`config.mk`:
```
export PLATFORM = sky130hd
export DESIGN_NAME = icache_fill_unit
export DESIGN_NICKNAME = d
export VERILOG_FILES = /design/src/rtl/icache_pkg.sv /design/src/rtl/icache_frame_array.sv /design/src/rtl/icache_fill_unit.sv
export SDC_FILE = /design/constraint.sdc
export NUM_CORES = 1
export LEC_CHECK = 0
export BUFFER_PORTS_ARGS = -buffer_cell sky130_fd_sc_hd__buf_2
export CORE_UTILIZATION = 45
export CTS_CLUSTER_DIAMETER = 100
export DETAILED_ROUTE_END_ITERATION = 10
export HOLD_SLACK_MARGIN = 0.1
export SYNTH_ARGS = -nofsm -noshare
export SYNTH_HDL_FRONTEND = slang
export SYNTH_HIERARCHICAL = 1
export SYNTH_SLANG_ARGS = --single-unit
```
`constraint.sdc`:
```
create_clock -name CLK -period 7.4 [get_ports CLK]
set_input_delay 1.48 -clock CLK [delete_from_list [all_inputs] [get_ports CLK]]
set_output_delay 1.48 -clock CLK [all_outputs]
set_load 0.005 [all_outputs]
```
`src/rtl/icache_pkg.sv`:
```
// Shared types and address-field constants for the direct-mapped instruction cache.
package icache_pkg;

  localparam int unsigned WORD_W = 32;
  // Line address is the word address without the block offset: addr[31:3].
  localparam int unsigned LINE_W = WORD_W - 3;

  localparam int unsigned SETS_DEFAULT  = 8;
  localparam int unsigned IDX_W_DEFAULT = $clog2(SETS_DEFAULT);
  localparam int unsigned TAG_W_DEFAULT = LINE_W - IDX_W_DEFAULT;

  typedef enum logic [1:0] {
    IDLE,
    FILL0,
    FILL1
  } icache_state_t;

  // Tag is stored zero-extended to LINE_W so the struct is independent of SETS.
  typedef struct packed {
    logic              valid;
    logic [LINE_W-1:0] tag;
    logic [WORD_W-1:0] word0;
    logic [WORD_W-1:0] word1;
  } icache_frame_t;

  function automatic int unsigned idx_width(input int unsigned sets);
    return (sets <= 2) ? 1 : $clog2(sets);
  endfunction

endpackage

```
`src/rtl/icache_frame_array.sv`:
```
// SETS-entry frame store: one write port, one combinational read port, async clear.
module icache_frame_array
  import icache_pkg::*;
#(
  parameter int unsigned SETS  = 8,
  parameter int unsigned IDX_W = 3
) (
  input  logic              CLK,
  input  logic              nRST,
  input  logic [IDX_W-1:0]  i_widx,
  input  logic              i_we,
  input  logic              i_wsel,
  input  logic [WORD_W-1:0] i_wdata,
  input  logic              i_set_valid,
  input  logic [LINE_W-1:0] i_wtag,
  input  logic              i_clr_valid,
  input  logic [IDX_W-1:0]  i_ridx,
  output icache_frame_t     o_rframe
);

  icache_frame_t r_frames [SETS];

  always_ff @(posedge CLK or negedge nRST) begin
    if (!nRST) begin
      for (int unsigned i = 0; i < SETS; i++) begin
        r_frames[i] <= '0;
      end
    end else begin
      if (i_clr_valid) begin
        r_frames[i_widx].valid <= 1'b0;
      end
      if (i_we) begin
        if (i_wsel) begin
          r_frames[i_widx].word1 <= i_wdata;
        end else begin
          r_frames[i_widx].word0 <= i_wdata;
        end
      end
      if (i_set_valid) begin
        r_frames[i_widx].valid <= 1'b1;
        r_frames[i_widx].tag   <= i_wtag;
      end
    end
  end

  always_comb begin
    o_rframe = r_frames[i_ridx];
  end

endmodule

```
`src/rtl/icache_fill_unit.sv`:
```
// Direct-mapped read-only icache: zero-latency hit path, two-word block fill on miss.
module icache_fill_unit
  import icache_pkg::*;
#(
  parameter int unsigned SETS   = 8,
  parameter int unsigned WORD_W = 32
) (
  input  logic              CLK,
  input  logic              nRST,
  input  logic              imemREN,
  input  logic [WORD_W-1:0] imemaddr,
  output logic              ihit,
  output logic [WORD_W-1:0] imemload,
  output logic              iREN,
  output logic [WORD_W-1:0] iaddr,
  input  logic              iwait,
  input  logic [WORD_W-1:0] iload,
  output logic [WORD_W-1:0] hit_count,
  output logic [WORD_W-1:0] miss_count
);

  localparam int unsigned IDX_W = idx_width(SETS);

  icache_state_t     r_state, w_state_next;
  logic [LINE_W-1:0] r_fill_line;
  logic [WORD_W-1:0] r_hit_count, r_miss_count;

  logic [IDX_W-1:0]  w_idx, w_fill_idx, w_widx;
  logic [LINE_W-1:0] w_line, w_tag, w_fill_tag;
  icache_frame_t     w_rframe;
  logic              w_hit, w_miss;
  logic              w_we, w_wsel, w_set_valid, w_clr_valid;
  logic              w_unused;

  assign w_unused   = ^imemaddr[1:0];
  assign w_line     = imemaddr[WORD_W-1:3];
  assign w_idx      = w_line[IDX_W-1:0];
  assign w_tag      = w_line >> IDX_W;
  assign w_fill_idx = r_fill_line[IDX_W-1:0];
  assign w_fill_tag = r_fill_line >> IDX_W;

  icache_frame_array #(
    .SETS  (SETS),
    .IDX_W (IDX_W)
  ) u_frames (
    .CLK         (CLK),
    .nRST        (nRST),
    .i_widx      (w_widx),
    .i_we        (w_we),
    .i_wsel      (w_wsel),
    .i_wdata     (iload),
    .i_set_valid (w_set_valid),
    .i_wtag      (w_fill_tag),
    .i_clr_valid (w_clr_valid),
    .i_ridx      (w_idx),
    .o_rframe    (w_rframe)
  );

  always_comb begin
    w_hit    = imemREN && (r_state == IDLE) && w_rframe.valid && (w_rframe.tag == w_tag);
    w_miss   = imemREN && (r_state == IDLE) && !w_hit;
    ihit     = w_hit;
    imemload = '0;
    if (w_hit) begin
      imemload = imemaddr[2] ? w_rframe.word1 : w_rframe.word0;
    end
  end

  always_comb begin
    w_state_next = r_state;
    iREN         = 1'b0;
    iaddr        = '0;
    w_widx       = w_fill_idx;
    w_we         = 1'b0;
    w_wsel       = 1'b0;
    w_set_valid  = 1'b0;
    w_clr_valid  = 1'b0;
    case (r_state)
      IDLE: begin
        if (w_miss) begin
          // Invalidate the victim now so a half-filled frame can never hit.
          w_widx       = w_idx;
          w_clr_valid  = 1'b1;
          w_state_next = FILL0;
        end
      end
      FILL0: begin
        iREN  = 1'b1;
        iaddr = {r_fill_line, 3'b000};
        if (!iwait) begin
          w_we         = 1'b1;
          w_state_next = FILL1;
        end
      end
      FILL1: begin
        iREN  = 1'b1;
        iaddr = {r_fill_line, 3'b100};
        if (!iwait) begin
          w_we         = 1'b1;
          w_wsel       = 1'b1;
          w_set_valid  = 1'b1;
          w_state_next = IDLE;
        end
      end
      default: w_state_next = IDLE;
    endcase
  end

  always_ff @(posedge CLK or negedge nRST) begin
    if (!nRST) begin
      r_state      <= IDLE;
      r_fill_line  <= '0;
      r_hit_count  <= '0;
      r_miss_count <= '0;
    end else begin
      r_state <= w_state_next;
      if (w_miss) begin
        r_fill_line  <= w_line;
        r_miss_count <= r_miss_count + 1'b1;
      end
      if (w_hit) begin
        r_hit_count <= r_hit_count + 1'b1;
      end
    end
  end

  assign hit_count  = r_hit_count;
  assign miss_count = r_miss_count;

endmodule

```
* Word-level counts from Yosys, hierarchy flattened
Cells that the tools add are included.
Cells by class: shift-type cells 0, equality and inequality tests 6, mux-type cells 35, $lt $le $gt $ge 3, $add $sub $neg 2, reductions and logical operators 9, bitwise logic cells 2, multiply operators 0, div/mod/pow operators 0
Operator list (count):
- $bwmux W752 | 5
- $mux W752 | 4
- $demux W94 S3 | 4
- $bmux W94 S3 | 1
- $mux W94 | 3
- $mux W32 | 3
- $mux W93 | 1
- $add A32 B1 Y32 const B | 2
- $mux W64 | 1
- $pmux W32 S2 | 1
- $eq A29 B26 Y1 | 1
- $ge A4 B4 Y1 const B | 2
- $not A3 Y4 | 2
- $mux W1 | 6
- $mux W2 | 3
- $mux W3 | 2
- $ne A2 B2 Y1 const B | 3
- $pmux W2 S3 | 1
- $logic_and A1 B1 Y1 | 5
- $lt A4 B1 Y1 const B | 1
- $reduce_and A3 Y1 | 1
- $eq A2 B1 Y1 const B | 1
- $eq A2 B2 Y1 const B | 1
- $logic_not A2 Y1 | 1
- other kinds (2) | 2
Word-level totals: memories 0, input port bits 68, bits in registers 847, bits in latches 0, bits in writable memories 0, output and inout bits 130, ROM bits 0

* Longest topological paths before layout
Gate-level depths: netlist of run 1.
word-level depth 23, mapped depth 20

* By module
Netlist of run 1, hierarchy kept.
By module, submodules not included:
- icache_frame_array | cells each 1991, area an instance 33582.2 µm², seq. area each 18818.0 µm², times used 1
- icache_fill_unit | cells each 519, area an instance 5442.7 µm², seq. area each 2377.3 µm², times used 1

* Least setup slack after synthesis of run 1
No wires, ideal clock.
path type input to output, from input port imemaddr[5], to output port imemload[21], path slack 1481 ps, cell stages on the path 13, arrival time 4439 ps, buffers on the path 6, required time 5920 ps, cell sequence buf_2 clkbuf_1 buf_2 mux4_2 mux2_2 xor2_1 nor4_1 nand2_1 or4_1 buf_2 clkbuf_1 buf_1 nor2_1
RTL lines:
- start, declared | RTL line icache_fill_unit.sv:11 | input logic [WORD_W-1:0] imemaddr,
- end, declared | RTL line icache_fill_unit.sv:13 | output logic [WORD_W-1:0] imemload,

==> results.toml, run 1 <==
[status]
outcome = "finished, final reports clean"

[timing]
timing.fmax_mhz = 148
rsz0062_at_grt = "false"
setup_viol = 0
max_slew_margin_pct = 13.3
tightest_slew_ps = 1300
setup_tns_ps = 0
hold_viol_final = 0
timing.final.ws_setup_ps = 663
maxSlewViolCount = 0
final.period_utilization_pct = 91.0
fin_crit_ps = 6740
fin_skew_ps = 29.8

[final_layout]
finish.utilization_pct = 52.0
instances_no_fill = 3915
fin_nets = 2772
syn2layout_area_growth_pct = 14.1
final_area_um2 = 44500
final_layout_size_suffix_gt1_share_pct = 51.6

[global_routing]
grt_pass1_wl_mm = 146
antenna_found_initial = 8
overflow = 0
globalRouteTotalUtil_pct = 21.8
grt_pass1_vias = 24011
grt_start_max_net_pins = 197

[clocking]
cts_root_buf = "clkbuf_16"
cts_resized = 0
htree_levels = 3
clockBufferDepth = 3
cts_setup_buffers = 0
ctsHoldBuffers = 0
clk_pin_slew_worst_paths_ps = 60
numClockSinks = 847
cts_buffers = 92
clk_latency_ps = 640
cts_tree = "yes"

[yosys]
synth_top_family_by_area = "multiplexers"
yosysWarnings = 6
synth.cells.most_frequent = "847 x dfrtp_1, 800 x mux2_2, 188 x mux4_2"
synthCells = 2510
async_reset_ff_share_pct = 100
seq_area_frac_synth_pct = 54.3
synth_largest_area_cell = "dfrtp_1"
synthAdderAreaFrac_pct = 0.256
netlist_area_um2 = 39000
synth_compound_gate_area_share_pct = 0.215
synth_area_leaders = "dfrtp_1 54%, mux2_2 23%, mux4_2 11%"
avgSynthCellArea_um2 = 15.5
ys_ff_latch = 847
synth_most_common_cell = "dfrtp_1"
synth_ff_type = "dfrtp_1"
synth-xor-area-share_pct = 1.97
synth_top_area_share_pct = 54.3
synth-edff-count = 0
synthMuxAreaShare_pct = 36.9
synthSimpleGateAreaFrac_pct = 3.77
synth.lib_cells_used.distinct = 41

[setup_path]
reg2reg_from = "u_frames/r_frames[560]"
cp_max_fo = 43
start_kind = "primary input"
cp_top_family = "simple AND/OR/NAND/NOR gates"
cpMostUsedCell = "buf_4"
r2r-end = "u_frames/r_frames[107]"
critPathArrivalTime_ps = 5260
cp-end-kind = "output pin"
slowest_stage = "or4_4"
reg2reg_depth = 12
cp.required_ps = 5920
reg2reg_setup_slack_ps = 2300
cp_cell_sequence = "buf_8 -> buf_4 -> mux4_2 -> mux2_2 -> nor4b_1 -> nand4b_1 -> or4_4 -> buf_4 -> nor2_1 -> buf_2"
path_class = "primary input to output pin"
critPathBufInv = 4
crit_path_max_incr_delay_ps = 750

[power]
netSwitchingPower_w = 0.00453
power.density_nw_per_um2 = 369
combPwrFrac_pct = 26.0
p_leak_nw = 20.7
intPower_w = 0.0119
sw_frac_of_total_pct = 27.5
seqPwrFrac_pct = 46.0
vdd_drop_max_uv = 203
pwr-share-clk_pct = 28.0

[placement]
port_buffers = 193
dp_hpwl_mm = 53.9
place_ws_ps = 568
dp_cells = 3746
postPlaceCellArea_um2 = 41400
globalplace.congestion = 0.771

[drt]
drcViolationCount = 0
wl_per_cell_um = 23.9
routed_wl_mm = 93.6
first_pass_iters = 5
vias_per_cell = 5.62
drtIter0Drc = 1159
ant_nets = 0
vias = 22004

[floorplanning]
fp.dieW_um = 296
start_util_pct = 45.6
ios = 198
placementRows = 107
die-height_um = 296
core_area_um2 = 85500
die_area_um2 = 87900

[hold_path]
hold_depth = 1
worst_hold_path_type = "flop to flop"
hp-start = "hit_count[31]"
hold_path_end = "hit_count[31]"

[job]
cap_violations = 0
cell families after synthesis:
family | after synthesis
buf+inv | 197
mux | 1094
flops | 847
simple gates | 260
xor+xnor | 88
compound gates | 15
other cells | 1
fa+ha+maj | 8
routing by layer:
metal	wire (um)	track usage [%]
met1	40900	29.2
met2	46700	36.8
met3	3060	3.06
met4	2820	6.84
met5	79	0
flip-flops by register name (all words and copies together), names as in the netlist:
signal	flops
u_frames/r_frames	752
hit_count	32
miss_count	32
r_state	2
r_fill_line	29
worst max-delay path by stage:
stage | start | end | slack [ps] | cells past startpoint
after floorplan | imemaddr[5] | imemload[21] | 1480 | 13
after global placement | imemaddr[3] | u_frames/r_frames[179] | 620 | 13
after detailed placement | imemaddr[3] | u_frames/r_frames[179] | 570 | 13
after CTS | imemaddr[3] | imemload[6] | 680 | 10
after global routing | imemaddr[3] | imemload[6] | 450 | 10
final | imemaddr[3] | imemload[6] | 660 | 10
stage by stage:
| step | total power, W | hold slack [ps] |
|---|---|---|
| 2_1_floorplan | 0.0106 | 452 |
| 3_3_place_gp | 0.0116 | 450 |
| 3_5_place_dp | 0.0120 | 458 |
| 4_1_cts | 0.0166 | 466 |
| 5_1_grt | 0.0174 | 480 |
| 6_report | 0.0164 | 460 |
power groups by stage:
| stage | clock network, W | logic (W) | registers (W) |
|---|---|---|---|
| final | 0.00461 | 0.00427 | 0.00757 |
| after CTS | 0.00473 | 0.00435 | 0.00756 |
| after global placement | 0 | 0.00417 | 0.00744 |
| after floorplan | 0 | 0.00335 | 0.00724 |
| after global routing | 0.00491 | 0.00464 | 0.00781 |
| after detailed placement | 0 | 0.00434 | 0.00764 |
cells in the final DEF (no fill, tap or decap), types with 26 or more instances in the layout:
cell         n
mux2_2     800
and2_1      32
nand2_1     36
conb_1      26
mux2i_1     32
nor2_1      38
mux4_2     188
mux2_1      74
xor2_1      59
buf_4       40
xnor2_1     29
dfrtp_1    847
clkbuf_16   95
clkbuf_8    27
buf_2      189
cell type report:
class / instances / area (um2)
timing repair buffer: 253 / 1710
sequential: 847 / 21200
clock inverter: 26 / 270
tap: 1144 / 1430
multi-input combinational: 1491 / 17100
fill: 6999 / 41000
antenna: 3 / 7.51
inverter: 11 / 41.3
clock buffer: 140 / 2810
Note: power is estimated with default switching activity, not from simulation.
==> run 2: changes to the inputs <==
- CAP_MARGIN: unset -> 30
- CORE_MARGIN: unset -> 8
==> run 2 against run 1 <==
  * Total power shrank 0.59%
  * Sequential power is essentially flat
  * Critical path depth grew 1
  * Clock-buffer cell count down 2
  * Utilization is 0.50 points lower
  * Die area grew 9.7%
  * Setup slack gained 140 ps
  * Sequential share of layout area about the same
  * Worst hold slack improved by 5.9 ps
  * Cell count up 0.10%
  * Largest cell class unchanged
  * Largest power group unchanged
==> results.toml, run 2 (synthesized netlist as in run 1, its figures left out) <==
[status]
outcome = "finished, final reports clean"

[final_layout]
fill_cells = 7147
syn2layout_area_growth_pct = 14.0
final_layout_size_suffix_gt1_share_pct = 51.3
multiInputGateArea_um2 = 17100
instances_no_fill = 3919
seq_area_um2 = 21200
largest_register_ff_count = 752
fin_nets = 2766
layout_commonest_cell = "dfrtp_1"
largest-register = "u_frames/r_frames"
final_area_um2 = 44500
layout_common_cells = "847 x dfrtp_1, 800 x mux2_2, 189 x buf_2, 188 x mux4_2, 93 x clkbuf_16"

[floorplanning]
core_area_um2 = 86300
die-height_um = 310
fp.dieW_um = 310
ios = 198
die_area_um2 = 96400
start_util_pct = 45.2
placementRows = 108

[timing]
fin_skew_ps = 24.1
fin_crit_ps = 6600
tightest_slew_ps = 1040
setup_viol = 0
max_slew_margin_pct = 30.7
setup_tns_ps = 0
whs_ps = 466
hold_viol_final = 0
rsz0062_at_grt = "false"
maxSlewViolCount = 0
timing.fmax_mhz = 152
final.period_utilization_pct = 89.1

[drt]
ant_nets = 0
drtIter0Drc = 1200
highest_layer = "met5"
dr_wl_met3_mm = 3.67
wl_met2_mm = 47.5
wl_per_cell_um = 24.1
vias_per_cell = 5.62
routed_wl_mm = 94.3
vias = 22017
wl_met1_mm = 40.5
first_pass_iters = 5
drcViolationCount = 0

[clocking]
clk_latency_ps = 650
htree_levels = 3
cts_tree = "yes"
ctsHoldBuffers = 0
cts_root_buf = "clkbuf_16"
cts_buffers = 93
cts_setup_buffers = 0
cts_resized = 0
clk_pin_slew_worst_paths_ps = 60
clockBufferDepth = 3
numClockSinks = 847

[placement]
globalplace.congestion = 0.774
postPlaceCellArea_um2 = 41500
port_buffers = 193
dp_hpwl_mm = 54.1
dp_cells = 3749

[global_routing]
grt_pass1_vias = 24615
antenna_found_initial = 9
overflow = 0
grt_start_max_net_pins = 171
globalRouteTotalUtil_pct = 19.8
grt_pass1_wl_mm = 148

[power]
combPwrFrac_pct = 26.2
sw_frac_of_total_pct = 27.7
power.density_nw_per_um2 = 367
p_leak_nw = 20.6
seqPwrFrac_pct = 46.3
netSwitchingPower_w = 0.00454
vdd_drop_max_uv = 223
intPower_w = 0.0118
pwr-share-clk_pct = 27.5

[setup_path]
critPathArrivalTime_ps = 5120
path_class = "primary input to output pin"
cp-end-kind = "output pin"
start_kind = "primary input"
cp_max_fo = 48
cp.required_ps = 5920

[hold_path]
worst_hold_path_type = "flop to flop"

[job]
cap_violations = 0
-- run 2: power by group through the flow --
stage	clock network, W	logic (W)	registers, W
global placement	0	0.00418	0.00744
detailed placement	0	0.00435	0.00764
finish	0.00449	0.00429	0.00757
global route	0.00483	0.00465	0.00783
CTS	0.00465	0.00437	0.00756
floorplan	0	0.00335	0.00724
-- run 2: layout make-up --
class	instances	share of cell area [%]
clock buffers	138	6.08
diodes	5	0.0281
inverters	11	0.0928
well taps	1155	3.25
repair buffers	246	3.97
flip-flops and latches	847	47.6
multi-input cells	1491	38.3
clock inverters	26	0.630
-- run 2: through the flow --
step	power (W)	utilization [%]	setup WS, ps
after floorplan	0.0106	-	1480
final	0.0164	51.5	805
after global placement	0.0116	48.0	767
after CTS	0.0166	51.5	768
after detailed placement	0.0120	48.0	719
after global routing	0.0173	51.5	661
-- run 2: worst max-delay path: stages --
cell	delay (ps)
buf_8	440
buf_4	290
mux4_2	510
mux2_2	290
xor2_1	190
nor4_1	470
nand2_1	150
or4_4	500
buf_4	290
nor2_1	270
buf_2	160
-- run 2: metal layers --
metal  vias to the layer above  GRT usage, %
met2                       413          33.7
met4                         4          6.09
li1                       9580             -
met1                     11859          26.1
met5                         -             0
met3                       161          3.18
-- run 2: final timing paths --
check                                            from                      to  slack [ps]  cells past startpoint
worst max register to register  u_frames/r_frames[79]  u_frames/r_frames[346]        2550                     13
max in group asynchronous                        nRST  u_frames/r_frames[496]        4860                      2
worst min-delay path                   miss_count[31]          miss_count[31]         470                      1
min in group asynchronous                        nRST  u_frames/r_frames[452]         920                      1
worst min register to register         miss_count[31]          miss_count[31]         470                      1
worst max-delay path                      imemaddr[3]            imemload[14]         800                     11
==> run 3: changes to the inputs <==
- CORE_ASPECT_RATIO: unset -> 0.7
==> run 3 against run 2 <==
  * Maximum frequency decreased by 0.18%
  * Total power is 0.13% lower
  * Clock power shrank 1%
  * First-iteration DRC count is 2.9% higher
  * Clock-buffer cell count shrank 21
  * Flip-flop and latch count is the same
  * Critical path type unchanged
  * Critical endpoint is now imemload[21]
  * Largest cell class unchanged
==> results.toml, run 3 (synthesized netlist as in run 1, its figures left out) <==
[global_routing]
met3_usage_pct = 3.75
grt_use_met2_pct = 31.3
grt_pass1_wl_mm = 151
gr-usage-met1_pct = 27.9
busiest_layer = "met2"
globalRouteTotalUtil_pct = 19.7
grt_start_max_net_pins = 194
grt_pass1_vias = 24597
antenna_found_initial = 7
overflow = 0

[clocking]
cts_resized = 0
htree_levels = 3
cts_tree = "yes"
cts_buffers = 86
ctsHoldBuffers = 0
clk_pin_slew_worst_paths_ps = 60
clk_latency_ps = 640
clockBufferDepth = 3
numClockSinks = 847
cts_setup_buffers = 0
cts_root_buf = "clkbuf_16"

[floorplanning]
die_area_um2 = 96600
fp.dieW_um = 368
ios = 198
core_area_um2 = 86000
start_util_pct = 45.4
placementRows = 90
die-height_um = 262

[setup_path]
path_class = "primary input to output pin"
cp_cell_sequence = "buf_8 -> buf_12 -> mux4_2 -> mux2_2 -> xor2_1 -> nor4_1 -> nand2_1 -> or4_4 -> buf_4 -> nor2_1 -> buf_2"
critPathArrivalTime_ps = 5130
reg2reg_setup_slack_ps = 2560
crit_path_max_incr_delay_ps = 570
reg2reg_depth = 13
reg2reg_from = "u_frames/r_frames[73]"
cp-end-kind = "output pin"
start_kind = "primary input"
cp.required_ps = 5920
slowest_stage = "or4_4"
r2r-end = "u_frames/r_frames[712]"
cp_max_fo = 38

[power]
p_leak_nw = 20.6
vdd_drop_max_uv = 200
power.density_nw_per_um2 = 368

[timing]
setup_viol = 0
whs_ps = 467
final.period_utilization_pct = 89.3
fin_crit_ps = 6610
setup_tns_ps = 0
maxSlewViolCount = 0
max_slew_margin_pct = 26.2
hold_viol_final = 0
fin_skew_ps = 24.8
rsz0062_at_grt = "false"
tightest_slew_ps = 1110
timing.fmax_mhz = 151

[drt]
drcViolationCount = 0
routed_wl_mm = 95.3
wl_per_cell_um = 24.4
drtIter0Drc = 1235
vias = 22109
first_pass_iters = 5
vias_per_cell = 5.66
ant_nets = 0

[final_layout]
syn2layout_area_growth_pct = 13.9
final_layout_size_suffix_gt1_share_pct = 51.7
largest_register_ff_count = 752
largest-register = "u_frames/r_frames"
fin_nets = 2770
layout_commonest_cell = "dfrtp_1"
layout_common_cells = "847 x dfrtp_1, 800 x mux2_2, 189 x buf_2, 188 x mux4_2, 87 x clkbuf_16"

[hold_path]
hold_path_end = "hit_count[31]"
hold_depth = 1
worst_hold_path_type = "flop to flop"
hp-start = "hit_count[31]"

[placement]
globalplace.congestion = 0.770
dp_hpwl_mm = 55.7
port_buffers = 193

[status]
outcome = "finished, final reports clean"

[job]
cap_violations = 0
-- run 3: worst max-delay path by stage --
stage                 from  slack [ps]  cells after the start                endpoint
3_3_place_gp   imemaddr[3]         810                     11            imemload[21]
2_1_floorplan  imemaddr[5]        1480                     13            imemload[21]
6_report       imemaddr[3]         790                     11            imemload[21]
3_5_place_dp   imemaddr[3]         780                     15  u_frames/r_frames[712]
5_1_grt        imemaddr[3]         650                     11            imemload[21]
4_1_cts        imemaddr[3]         830                     11            imemload[21]
-- run 3: where the power goes --
| part | total, W | switching, W | internal (W) |
|---|---|---|---|
| clock | 0.00444 | 0.00183 | 0.00261 |
| sequential | 0.00760 | 0.00109 | 0.00651 |
| combinational | 0.00429 | 0.00163 | 0.00267 |
| total | 0.0163 | 0.00454 | 0.0118 |
-- run 3: area by class of cell --
class / instances / area [um2]
multi-input cells: 1491 / 17100
well taps: 1150 / 1440
inverters: 11 / 41.3
flip-flops and latches: 847 / 21200
clock inverters: 35 / 398
repair buffers: 257 / 1830
fillers: 7112 / 41600
clock buffers: 117 / 2470
diodes: 1 / 2.50
-- run 3: metrics by stage --
step / power [W] / util [%] / std cells / area, um2 / worst slack (ps)
5_1_grt: 0.0173 / 51.6 / 3908 / 44400 / 652
3_3_place_gp: 0.0116 / 48.2 / 3751 / 41500 / 814
3_5_place_dp: 0.0120 / 48.3 / 3754 / 41500 / 778
6_report: 0.0163 / 51.6 / 3909 / 44400 / 793
4_1_cts: 0.0165 / 51.6 / 3906 / 44400 / 833
2_1_floorplan: 0.0106 / - / 2535 / 39100 / 1480
-- run 3: metal layers --
layer	vias up	share of wire [%]	routed length, um
met4	6	2.2	2110
li1	9573	-	-
met2	383	47	45100
met1	11985	46	43900
met3	162	4.4	4200
met5	-	0.036	34
-- run 3: worst max-delay path: cells and delay by family --
family	cells	cell delay [ps]
buffers and inverters	4	1140
XOR/XNOR	1	230
AND/OR/NAND/NOR	4	1400
multiplexers	2	820
